===== config.mk =====
export PLATFORM = sky130hd
export DESIGN_NAME = time_entry_ctrl_flat
export DESIGN_NICKNAME = d
export VERILOG_FILES = /design/src/rtl/time_entry_ctrl_if.sv /design/src/rtl/time_entry_ctrl.sv /design/src/flat_wrapper.sv
export SDC_FILE = /design/constraint.sdc
export NUM_CORES = 1
export LEC_CHECK = 0
export CORE_ASPECT_RATIO = 2
export CORE_UTILIZATION = 35
export CTS_CLUSTER_DIAMETER = 60
export CTS_CLUSTER_SIZE = 16
export DETAILED_ROUTE_END_ITERATION = 10
export GPL_ROUTABILITY_DRIVEN = 0
export PLACE_DENSITY = 0.58
export SKIP_LAST_GASP = 1
export SLEW_MARGIN = 20
export SYNTH_ARGS = -nofsm -noshare
export SYNTH_HDL_FRONTEND = slang
export SYNTH_SLANG_ARGS = --single-unit

===== constraint.sdc =====
create_clock -name clk -period 4.89 [get_ports clk]
set_input_delay 1.2225 -clock clk [delete_from_list [all_inputs] [get_ports clk]]
set_output_delay 1.2225 -clock clk [all_outputs]
set_load 0.05 [all_outputs]

===== src/rtl/time_entry_ctrl_if.sv =====
// time_entry_ctrl_if: Aclock load bus carrying the edited time plus its load strobes
interface time_entry_ctrl_if;
    logic [1:0] H_in1;
    logic [3:0] H_in0;
    logic [3:0] M_in1;
    logic [3:0] M_in0;
    logic       LD_time;
    logic       LD_alarm;
    modport master (output H_in1, H_in0, M_in1, M_in0, LD_time, LD_alarm);
    modport slave  (input  H_in1, H_in0, M_in1, M_in0, LD_time, LD_alarm);
endinterface


===== src/rtl/time_entry_ctrl.sv =====
// time_entry_ctrl: push-button time/alarm editor driving the Aclock load bus
module time_entry_ctrl #(
    parameter int LD_HOLD        = 2,
    parameter int TIMEOUT_CYCLES = 100
) (
    input  logic                    clk,
    input  logic                    reset,
    input  logic                    btn_mode,
    input  logic                    btn_next,
    input  logic                    btn_inc,
    input  logic                    btn_ok,
    input  logic [1:0]              cur_H1,
    input  logic [3:0]              cur_H0,
    input  logic [3:0]              cur_M1,
    input  logic [3:0]              cur_M0,
    time_entry_ctrl_if.master       ld,
    output logic                    editing,
    output logic                    edit_alarm,
    output logic [1:0]              field_sel
);
    localparam int TW = $clog2(TIMEOUT_CYCLES + 1);
    localparam int LW = (LD_HOLD > 1) ? $clog2(LD_HOLD) : 1;
    typedef enum logic [1:0] {IDLE, EDIT_TIME, EDIT_ALARM, LOAD} state_t;
    state_t        state_q, state_d;
    logic [1:0]    h1_q, h1_d, ah1_q, ah1_d;
    logic [3:0]    h0_q, h0_d, m1_q, m1_d, m0_q, m0_d;
    logic [3:0]    ah0_q, ah0_d, am1_q, am1_d, am0_q, am0_d;
    logic [1:0]    field_q, field_d;
    logic [TW-1:0] to_q, to_d;
    logic [LW-1:0] ld_q, ld_d;
    logic          tgt_alarm_q, tgt_alarm_d;
    logic          ld_time_q, ld_time_d, ld_alarm_q, ld_alarm_d;
    logic [3:0]    prev_q, btn, edges;
    logic          e_mode, e_next, e_inc, e_ok;
    logic [1:0]    h1_inc;
    logic [3:0]    h0_inc, m1_inc, m0_inc;
    assign btn    = {btn_mode, btn_next, btn_inc, btn_ok};
    assign edges  = btn & ~prev_q;
    assign e_mode = edges[3];
    assign e_next = edges[2];
    assign e_inc  = edges[1];
    assign e_ok   = edges[0];
    // H0 wrap depends on H1 so the buffer never leaves 00:00-23:59
    assign h1_inc = (h1_q == 2'd2) ? 2'd0 : h1_q + 2'd1;
    assign h0_inc = ((h1_q == 2'd2 && h0_q == 4'd3) || h0_q == 4'd9) ? 4'd0 : h0_q + 4'd1;
    assign m1_inc = (m1_q == 4'd5) ? 4'd0 : m1_q + 4'd1;
    assign m0_inc = (m0_q == 4'd9) ? 4'd0 : m0_q + 4'd1;
    always_comb begin
        state_d     = state_q;
        h1_d        = h1_q;
        h0_d        = h0_q;
        m1_d        = m1_q;
        m0_d        = m0_q;
        ah1_d       = ah1_q;
        ah0_d       = ah0_q;
        am1_d       = am1_q;
        am0_d       = am0_q;
        field_d     = field_q;
        to_d        = to_q;
        ld_d        = ld_q;
        tgt_alarm_d = tgt_alarm_q;
        ld_time_d   = ld_time_q;
        ld_alarm_d  = ld_alarm_q;
        case (state_q)
            IDLE: begin
                if (e_mode) begin
                    state_d = EDIT_TIME;
                    {h1_d, h0_d, m1_d, m0_d} = {cur_H1, cur_H0, cur_M1, cur_M0};
                    field_d = 2'd0;
                    to_d    = '0;
                end
            end
            EDIT_TIME, EDIT_ALARM: begin
                to_d = (|edges) ? '0 : to_q + 1'b1;
                if (e_ok) begin
                    state_d     = LOAD;
                    tgt_alarm_d = (state_q == EDIT_ALARM);
                    ld_d        = LW'(LD_HOLD - 1);
                    ld_time_d   = (state_q == EDIT_TIME);
                    ld_alarm_d  = (state_q == EDIT_ALARM);
                    if (state_q == EDIT_ALARM)
                        {ah1_d, ah0_d, am1_d, am0_d} = {h1_q, h0_q, m1_q, m0_q};
                end else if (e_mode) begin
                    state_d = (state_q == EDIT_TIME) ? EDIT_ALARM : IDLE;
                    if (state_q == EDIT_TIME) begin
                        {h1_d, h0_d, m1_d, m0_d} = {ah1_q, ah0_q, am1_q, am0_q};
                        field_d = 2'd0;
                    end
                end else if (e_next) begin
                    field_d = field_q + 2'd1;
                end else if (e_inc) begin
                    h1_d = (field_q == 2'd0) ? h1_inc : h1_q;
                    h0_d = (field_q == 2'd0) ? ((h1_inc == 2'd2 && h0_q > 4'd3) ? 4'd3 : h0_q) :
                           (field_q == 2'd1) ? h0_inc : h0_q;
                    m1_d = (field_q == 2'd2) ? m1_inc : m1_q;
                    m0_d = (field_q == 2'd3) ? m0_inc : m0_q;
                end else if (to_q == TW'(TIMEOUT_CYCLES - 1)) begin
                    state_d = IDLE;
                    to_d    = '0;
                end
            end
            LOAD: begin
                if (ld_q == '0) begin
                    state_d    = IDLE;
                    ld_time_d  = 1'b0;
                    ld_alarm_d = 1'b0;
                end else begin
                    ld_d = ld_q - 1'b1;
                end
            end
            default: state_d = IDLE;
        endcase
    end
    always_ff @(posedge clk or negedge reset) begin
        if (!reset) begin
            state_q     <= IDLE;
            {h1_q, h0_q, m1_q, m0_q}     <= '0;
            {ah1_q, ah0_q, am1_q, am0_q} <= '0;
            field_q     <= 2'd0;
            to_q        <= '0;
            ld_q        <= '0;
            tgt_alarm_q <= 1'b0;
            ld_time_q   <= 1'b0;
            ld_alarm_q  <= 1'b0;
            prev_q      <= 4'hF;
        end else begin
            state_q     <= state_d;
            {h1_q, h0_q, m1_q, m0_q}     <= {h1_d, h0_d, m1_d, m0_d};
            {ah1_q, ah0_q, am1_q, am0_q} <= {ah1_d, ah0_d, am1_d, am0_d};
            field_q     <= field_d;
            to_q        <= to_d;
            ld_q        <= ld_d;
            tgt_alarm_q <= tgt_alarm_d;
            ld_time_q   <= ld_time_d;
            ld_alarm_q  <= ld_alarm_d;
            prev_q      <= btn;
        end
    end
    assign ld.H_in1    = h1_q;
    assign ld.H_in0    = h0_q;
    assign ld.M_in1    = m1_q;
    assign ld.M_in0    = m0_q;
    assign ld.LD_time  = ld_time_q;
    assign ld.LD_alarm = ld_alarm_q;
    assign editing     = (state_q == EDIT_TIME) || (state_q == EDIT_ALARM);
    assign edit_alarm  = (state_q == EDIT_ALARM) || (state_q == LOAD && tgt_alarm_q);
    assign field_sel   = field_q;
endmodule


===== src/flat_wrapper.sv =====
// flat-port wrapper written by rule: the top's interface ports become plain ports
module time_entry_ctrl_flat 
#(
    parameter int LD_HOLD        = 2,
    parameter int TIMEOUT_CYCLES = 100
)
  (clk, reset, btn_mode, btn_next, btn_inc, btn_ok, cur_H1, cur_H0, cur_M1, cur_M0, editing, edit_alarm, field_sel, ld_H_in1, ld_H_in0, ld_M_in1, ld_M_in0, ld_LD_time, ld_LD_alarm);
  time_entry_ctrl_if ld_i ();
  input  logic clk;
  input  logic reset;
  input  logic btn_mode;
  input  logic btn_next;
  input  logic btn_inc;
  input  logic btn_ok;
  input  logic [1:0] cur_H1;
  input  logic [3:0] cur_H0;
  input  logic [3:0] cur_M1;
  input  logic [3:0] cur_M0;
  output logic editing;
  output logic edit_alarm;
  output logic [1:0] field_sel;
  output wire logic [$bits(ld_i.H_in1)-1:0] ld_H_in1;
  output wire logic [$bits(ld_i.H_in0)-1:0] ld_H_in0;
  output wire logic [$bits(ld_i.M_in1)-1:0] ld_M_in1;
  output wire logic [$bits(ld_i.M_in0)-1:0] ld_M_in0;
  output wire logic [$bits(ld_i.LD_time)-1:0] ld_LD_time;
  output wire logic [$bits(ld_i.LD_alarm)-1:0] ld_LD_alarm;
  assign ld_H_in1 = ld_i.H_in1;
  assign ld_H_in0 = ld_i.H_in0;
  assign ld_M_in1 = ld_i.M_in1;
  assign ld_M_in0 = ld_i.M_in0;
  assign ld_LD_time = ld_i.LD_time;
  assign ld_LD_alarm = ld_i.LD_alarm;
  time_entry_ctrl #(.LD_HOLD(LD_HOLD), .TIMEOUT_CYCLES(TIMEOUT_CYCLES)) u_core (.clk(clk), .reset(reset), .btn_mode(btn_mode), .btn_next(btn_next), .btn_inc(btn_inc), .btn_ok(btn_ok), .cur_H1(cur_H1), .cur_H0(cur_H0), .cur_M1(cur_M1), .cur_M0(cur_M0), .ld(ld_i), .editing(editing), .edit_alarm(edit_alarm), .field_sel(field_sel));
endmodule

Word level (Yosys, flattened, before mapping)
Index checks and enable logic that the tools add are counted.
{ "word_totals": {"regBits": 47, "word_cells": 147} }
{ "classes": {"n_reduce_logical": 23, "n_bitwise": 2, "addsub": 7, "mux": 69, "n_lt_le_gt_ge": 1, "eq_ne": 29} }
{ "ops": {"columns": ["op", "count"], "rows": [
  ["$mux W4", 26],
  ["$mux W7", 7],
  ["$mux W2", 21],
  ["$pmux W4 S2", 3],
  ["$reduce_and A7 Y1", 3],
  ["$ne A3 B1 Y1 const B", 5],
  ["$pmux W7 S2", 1],
  ["$add A4 B1 Y4 const B", 3],
  ["$eq A2 B2 Y1 const B", 6],
  ["$ne A4 B3 Y1 const B", 3],
  ["$reduce_and A5 Y1", 2],
  ["$eq A4 B4 Y1 const B", 2],
  ["$ne A4 B1 Y1 const B", 2],
  ["$pmux W2 S2", 2],
  ["$reduce_and A8 Y1", 1],
  ["$add A7 B1 Y7 const B", 1],
  ["$eq A7 B7 Y1 const B", 1],
  ["$pmux W1 S2", 3],
  ["$pmux W2 S3", 1],
  ["$reduce_and A2 Y1", 3],
  ["$reduce_and A3 Y1", 2],
  ["$mux W1", 5],
  ["$add A2 B1 Y2 const B", 2],
  ["$and A4 B4 Y4", 1],
  ["other kinds (16)", 25]
]} }

Depth between registers and ports, before layout
Gate-level depths: netlist of the first run.
{ "logic_depth": {"depth_word": 11, "mapped_depth": 9, "ltp_nobuf": 7} }

Worst setup path after synthesis of the first run
Ideal clock, no wire load.
{ "synth_timing": {"path_kind": "input to register", "start": "input btn_inc", "end": "register u_core.h0_q[3], in the netlist u_core.ld.H_in0[3]", "setup_slack_ns": 2.479, "arrival_time_ns": 2.286, "path_buffers": 0, "cell_stages": 5, "path_cell_list": "nor2b_1 > o211a_1 > a21oi_1 > nor2b_1 > mux2_2"} }
{ "synth_via": {"elab_chain_cells": 3} }
{ "synth_lines": {"columns": ["item", "line", "rtl"], "rows": [
  ["start, declared", "flat_wrapper.sv:13", "input logic btn_inc;"],
  ["$and A4 B4 Y4", "time_entry_ctrl.sv:38", "assign edges = btn & ~prev_q;"],
  ["$ne A3 B1 Y1 (no line)", null, null],
  ["$reduce_and A8 Y1 (no line)", null, null],
  ["end signal, assigned", "time_entry_ctrl.sv:128", "{h1_q, h0_q, m1_q, m0_q} <= {h1_d, h0_d, m1_d, m0_d};"],
  ["end, declared", "time_entry_ctrl.sv:26", "logic [3:0] h0_q, h0_d, m1_q, m1_d, m0_q, m0_d;"]
]} }
No other way between the ends.
A chain may end at the register's enable or synchronous reset.

Worst setup path in the final report of the first run
{ "layout_timing": {"start": "input btn_mode", "end": "register u_core.h0_q[3], in the netlist u_core.ld.H_in0[3]"} }
{ "layout_via": {"elab_chain_cells": 4, "elab_cells_between_ends": 11, "cone_classes": "6 x eq/ne; 3 x mux; 1 x bitwise; 1 x reduce/logical"} }
{ "layout_lines": {"columns": ["item", "line", "rtl"], "rows": [
  ["start, declared", "flat_wrapper.sv:11", "input logic btn_mode;"],
  ["$and A4 B4 Y4 (*)", "time_entry_ctrl.sv:38", null],
  ["$mux W4", "time_entry_ctrl.sv:83", "end else if (e_mode) begin"],
  ["$mux W4", "time_entry_ctrl.sv:75", "if (e_ok) begin"],
  ["$pmux W4 S2", "time_entry_ctrl.sv:64", "case (state_q)"]
]} }
Mark *: on every way between the ends. The rest lies on a longest branch, timed or not. The select of a mux whose other input is x is not followed.

==> qor.txt, run 1 <==
R2R cell count: 7
Synth top area share: 0.395
Filler instances: 785
Synth Register Bits: 47
Fin crit period: 3.53 ns
Status: complete, no violations
Routed WL per cell: 15.9 um
Via-to-Cell Ratio: 5.41
Aggregate routed wire length: 6500 um
CTS buffer count: 5
Ant diodes: 0
Die Ht: 127 um
Hold_sp: u_core.am1_q[3]
Hold depth: 2
CP max FO: 20
Endpoint type of the worst setup path: flop
Max Slew Vio Count: 0
Combinational Power Share: 0.543
RR Startpoint: u_core.state_q[0]
Worst Hold Class: reg2reg
CP Data Required Time: 5.06 ns
Initial antenna violation count: 0
Post-route antenna net violation count: 0
Root Buffer: clkbuf_16
Total Routing Usage GR: 0.179
Area growth, synth to finish: 22.4%
Syn avg cell area: 9.83 sq um
Largest cells by area after synthesis: dfrtp_1, mux2_2, ha_1
Final period utilization: 0.722
Slew @ Worst Pin: 0.878 ns
Area leader, netlist: dfrtp_1
Max Clock Skew: 0.00713 ns
Die ar.: 8160 sq um
Vias: 2208
CTS resizes: 0
Gr ovfl total: 0
Register-to-register setup slack: 2.18 ns
Sequential Power Share: 0.299
Post-synthesis cell area: 2720 sq um
R2r endpoint: u_core.ld.H_in0[3]
Slew headroom: 0.413
Drt pass-1 iters: 4
Vias in the first global route: 2303
DRC: 0
RSZ-0062 raised after global routing: no
Clk pin slew, worst setup/hold paths: 0.07 ns
Post-CTS setup buffer count: 0
Internal power: 1.24 mW
VDD IR max: 0.000328 V
Largest net degree at the start of global routing: 48
Share of cells above drive strength 1: 0.127
Placed cell count: 400
CTS sink count: 47
Arrival @ worst endpoint: 3.70 ns
Final hold vios: 0
Startpoint Class: primary input
Clock Latency Late Sink: 0.29 ns
Drt first-iter violations: 125
Max Fclk: 283 MHz
# H-tree levels: 2
Port buffer count: 39
YS warnings: 0
Sw frac: 0.464
CTS tree: built
CTS Hold Bufs: 0
Nets@finish: 348
Distinct cells, synth: 50
Clock buffer depth: 2
P_sw: 1.08 mW
Lkg Pwr: 1.49 nW
Worst Hold Path EP: u_core.am1_q[3]
Setup violations, final: 0
Setup CP Type: in2reg
I/O pin count: 40
Setup_tns: 0 ns
Cells after Synth: 277
Hpwl dp: 4590 um
Non-filler cells, final: 408
Global-route wire length before repair: 11200 um
Register area share after synthesis: 0.434
Die extent in x: 64.4 um
Core Area: 7540 sq um
Max-cap viol count: 0
Starting Density: 0.361
Syn_nets: 312
Clk pwr share: 0.158
Power Density: 695 nW/um^2
FP Rows: 45
per-stage QoR:
step	cell area [sq um]	total power [mW]	worst slack, ns	util	hold WS (ns)
3_3_place_gp	3170	1.95	1.14	0.421	0.462
2_1_floorplan	2720	1.61	2.48	-	0.445
5_1_grt	3330	2.50	1.24	0.442	0.523
4_1_cts	3330	2.34	1.34	0.441	0.488
3_5_place_dp	3170	1.97	1.07	0.421	0.474
6_report	3330	2.32	1.36	0.442	0.484
routing by layer:
layer  part of all wire  track usage
met1               0.40        0.197
met5                  0            0
met2               0.56        0.330
met4              0.020       0.0719
met3              0.023       0.0306
power by group through the flow:
stage / clock network, mW / logic [mW] / registers, mW
4_1_cts: 0.379 / 1.27 / 0.693
2_1_floorplan: 0 / 0.715 / 0.899
3_3_place_gp: 0 / 1.25 / 0.696
6_report: 0.367 / 1.26 / 0.692
3_5_place_dp: 0 / 1.27 / 0.700
5_1_grt: 0.395 / 1.38 / 0.721
cells in the mapped netlist (all sizes together):
| cell | n |
|---|---|
| o2bb2ai | 1 |
| a22oi | 1 |
| nor4b | 3 |
| a31oi | 1 |
| a221oi | 1 |
| nand3 | 9 |
| o22ai | 2 |
| o31ai | 1 |
| inv | 14 |
| clkbuf | 5 |
| ha | 15 |
| a21o | 3 |
| o32ai | 1 |
| nor2 | 14 |
| and2b | 1 |
| xnor2 | 3 |
| nand3b | 5 |
| o311ai | 2 |
| nor3 | 6 |
| a311oi | 1 |
| a211oi | 2 |
| mux2i | 4 |
| buf | 6 |
| nand2b | 6 |
| a2111o | 1 |
| mux2 | 18 |
| dfrtp | 43 |
| nand2 | 26 |
| and3 | 5 |
| dfstp | 4 |
| or4b | 1 |
| nand4 | 3 |
| nor2b | 8 |
| o211a | 1 |
| a21oi | 12 |
| o211ai | 1 |
| a211o | 1 |
| o2111a | 1 |
| o21ai | 38 |
| and4 | 1 |
| nor3b | 1 |
| a22o | 4 |
| nand4b | 1 |
cells by family (layout without fill, tap and decap cells):
logic type               Yosys count  count (layout)  synth area share
XOR/XNOR                           3               3           0.00965
flip-flops                        47              47             0.434
multiplexers                      22              22            0.0891
buffers and inverters             25              62            0.0413
AO/OA/AOI/OAI                     75              75             0.174
AND/OR/NAND/NOR                   90              90             0.184
adder cells (fa/ha/maj)           15              15            0.0689
how the worst max path moves through the flow:
stage,slack (ns),from,endpoint,cells past startpoint
after CTS,1.34,btn_mode,u_core.ld.H_in0[3],5
final,1.36,btn_mode,u_core.ld.H_in0[3],5
after floorplan,2.48,btn_inc,u_core.ld.H_in0[3],5
after global routing,1.24,btn_mode,u_core.ld.H_in0[3],5
after detailed placement,1.07,btn_mode,u_core.ld.H_in0[3],5
after global placement,1.14,btn_mode,u_core.ld.H_in0[3],5
layout make-up:
cell class | instances | area [sq um] | share of cell area
clock buffer | 8 | 156 | 0.0469
inverter | 14 | 52.6 | 0.0158
multi-input combinational | 205 | 1430 | 0.429
sequential | 47 | 1180 | 0.354
tap | 94 | 118 | 0.0353
timing repair buffer | 40 | 395 | 0.119
critical path: stages:
cell             delay [ns]
clkdlybuf4s50_1        0.58
and2b_1                0.64
o2111a_1               0.56
nor2b_1                0.31
mux2_2                 0.37
flip-flops by register name, summed over array words and instances, names as in the netlist, 4 cells and up:
signal	cells
u_core.prev_q	4
u_core.am0_q	4
u_core.ld.M_in0	4
u_core.ld.M_in1	4
u_core.ah0_q	4
u_core.am1_q	4
u_core.to_q	7
u_core.ld.H_in0	4
placed cells by master, fill, tap and decap left out, drive strengths merged, types with 2 or more instances in the layout:
| cell type | count |
|---|---|
| nor2b | 8 |
| o22ai | 2 |
| clkbuf | 8 |
| nand3 | 9 |
| and3 | 5 |
| ha | 15 |
| mux2i | 4 |
| nand2b | 6 |
| xnor2 | 3 |
| dfrtp | 43 |
| nand3b | 5 |
| a22o | 4 |
| nand2 | 26 |
| a211oi | 2 |
| inv | 14 |
| nand4 | 3 |
| buf | 2 |
| clkdlybuf4s50 | 38 |
| o21ai | 38 |
| nor3 | 6 |
| dfstp | 4 |
| o311ai | 2 |
| nor2 | 14 |
| a21oi | 12 |
| mux2 | 18 |
| nor4b | 3 |
| a21o | 3 |
Power figures use the tool's default switching activity.
==> inputs of run 2 (changes only) <==
- clock period: 4.89 -> 3.5 ns (I/O delays scaled with it)
==> qor.txt, run 2 (synthesis results as in run 1) <==
Status: complete, no violations
Lkg Pwr: 1.51 nW (+1.4%)
Max Fclk: 344 MHz
Commonest non-fill, non-tap cell in the layout: dfrtp_1
Post-CTS setup buffer count: 0 (unchanged)
Most frequent cells in the layout: dfrtp_1, clkdlybuf4s50_1, o21ai_0, nand2_1, mux2_2
Setup CP Type: reg2out
CTS Hold Bufs: 0 (unchanged)
Setup_tns: 0 ns (unchanged)
Via-to-Cell Ratio: 5.32 (-1.7%)
Clock buffer depth: 2 (unchanged)
Slew headroom: 0.607 (+0.193)
Placed cell count: 405 (+1.3%)
CTS sink count: 47 (unchanged)
Nets@finish: 353 (+1.4%)
Biggest register: u_core.to_q
Slew @ Worst Pin: 0.590 ns (-0.287 ns)
Post-route antenna net violation count: 0 (unchanged)
Gr ovfl total: 0 (unchanged)
Hold Worst Slack: 0.473 ns (-0.0107 ns)
VDD IR max: 0.000372 V (+13%)
Fin crit period: 2.91 ns
Die ar.: 8160 sq um (unchanged)
Startpoint Class: flop
Total Routing Usage GR: 0.175 (-0.00428)
CTS resizes: 0 (unchanged)
# H-tree levels: 2 (unchanged)
I/O pin count: 40 (unchanged)
Final hold vios: 0 (unchanged)
Port buffer count: 39 (unchanged)
RSZ-0062 raised after global routing: no
Number of flip-flops in the largest register: 7 (unchanged)
CTS tree: built
CP max FO: 6 (-70%)
Drt first-iter violations: 79 (-37%)
Power, Total: 3.22 mW (+39%)
Max Clock Skew: 0.00520 ns (-0.00193 ns)
Arrival @ worst endpoint: 2.03 ns (-1.67 ns)
Die extent in x: 64.4 um (unchanged)
Core Area: 7540 sq um (unchanged)
Vias in the first global route: 2303 (unchanged)
Final period utilization: 0.830
Max-cap viol count: 0 (unchanged)
Routed WL per cell: 15.4 um (-3.2%)
Endpoint type of the worst setup path: output port
Ant diodes: 0 (unchanged)
Drt pass-1 iters: 4 (unchanged)
Largest net degree at the start of global routing: 46 (-4.2%)
Setup violations, final: 0 (unchanged)
Aggregate routed wire length: 6370 um (-2.0%)
Final Core Density: 0.445 (+0.00348)
Area growth, synth to finish: 23.3%
Vias: 2198 (-0.45%)
Non-filler cells, final: 413 (+1.2%)
FP Rows: 45 (unchanged)
Power Density: 959 nW/um^2 (+38%)
Clk pin slew, worst setup/hold paths: 0.06 ns (about the same)
Initial antenna violation count: 0 (unchanged)
Max Slew Vio Count: 0 (unchanged)
CTS buffer count: 5 (unchanged)
DRC: 0 (unchanged)
Share of cells above drive strength 1: 0.144 (+0.0168)
Clock Latency Late Sink: 0.29 ns (about the same)
Root Buffer: clkbuf_16
Hpwl dp: 4580 um (-0.27%)
Global-route wire length before repair: 10900 um (-2.4%)
Worst Hold Class: reg2reg
Die Ht: 127 um (unchanged)
CP Data Required Time: 2.62 ns (-2.44 ns)
Starting Density: 0.361 (unchanged)
==> run 2: cell types whose count changed in the layout (fill, tap and decap cells not counted), sizes merged <==
cell and change:
buf +6, clkinv +1, clkbuf -1, clkdlybuf4s50 -1
==> run 2: worst paths after layout <==
path / to / cells after the start / slack [ns] / from
max: edit_alarm / 4 / 0.59 / u_core.state_q[0]
min: u_core.am1_q[3] / 2 / 0.47 / u_core.am1_q[3]
max reg2reg: u_core.ld.H_in0[3] / 6 / 1.12 / u_core.state_q[0]
min reg2reg: u_core.am1_q[3] / 2 / 0.47 / u_core.am1_q[3]
max in group asynchronous: u_core.prev_q[3] / 2 / 2.34 / reset
min in group asynchronous: u_core.am0_q[2] / 1 / 0.59 / reset
==> run 2: report_power, final <==
part / total (mW) / internal [mW] / switching, mW
Clock: 0.483 / 0.283 / 0.200
Sequential: 0.968 / 0.749 / 0.219
Combinational: 1.77 / 0.694 / 1.08
==> run 2: worst max-delay path, stage by stage, from the launching register on <==
cell and delay [ns]:
dfrtp_1 0.44, inv_1 0.15, ha_1 0.25, a21o_1 0.10, clkdlybuf4s50_1 0.80
==> run 2: per-stage QoR <==
| stage | instance area, sq um | setup WS, ns |
|---|---|---|
| floorplan | 2720 | 1.17 |
| finish | 3360 | 0.594 |
| global placement | 3210 | 0.704 |
| global route | 3360 | 0.493 |
| detailed placement | 3210 | 0.618 |
| CTS | 3360 | 0.575 |
==> run 2: final cells by class <==
| cell class | instances | area, sq um |
|---|---|---|
| multi-input combinational | 205 | 1430 |
| fill | 758 | 4190 |
| timing repair buffer | 45 | 430 |
| clock buffer | 7 | 143 |
| sequential | 47 | 1180 |
| clock inverter | 1 | 5.00 |
| inverter | 14 | 52.6 |
| tap | 94 | 118 |
==> run 2: per-layer routing <==
| metal | share of wire | vias to the layer above | global-route usage | wire (um) |
|---|---|---|---|---|
| met3 | 0.022 | 7 | 0.0279 | 140 |
| li1 | - | 1076 | - | - |
| met4 | 0.016 | 0 | 0.0693 | 104 |
| met1 | 0.41 | 1083 | 0.195 | 2620 |
| met2 | 0.55 | 32 | 0.320 | 3510 |
| met5 | 0 | - | 0 | 0 |
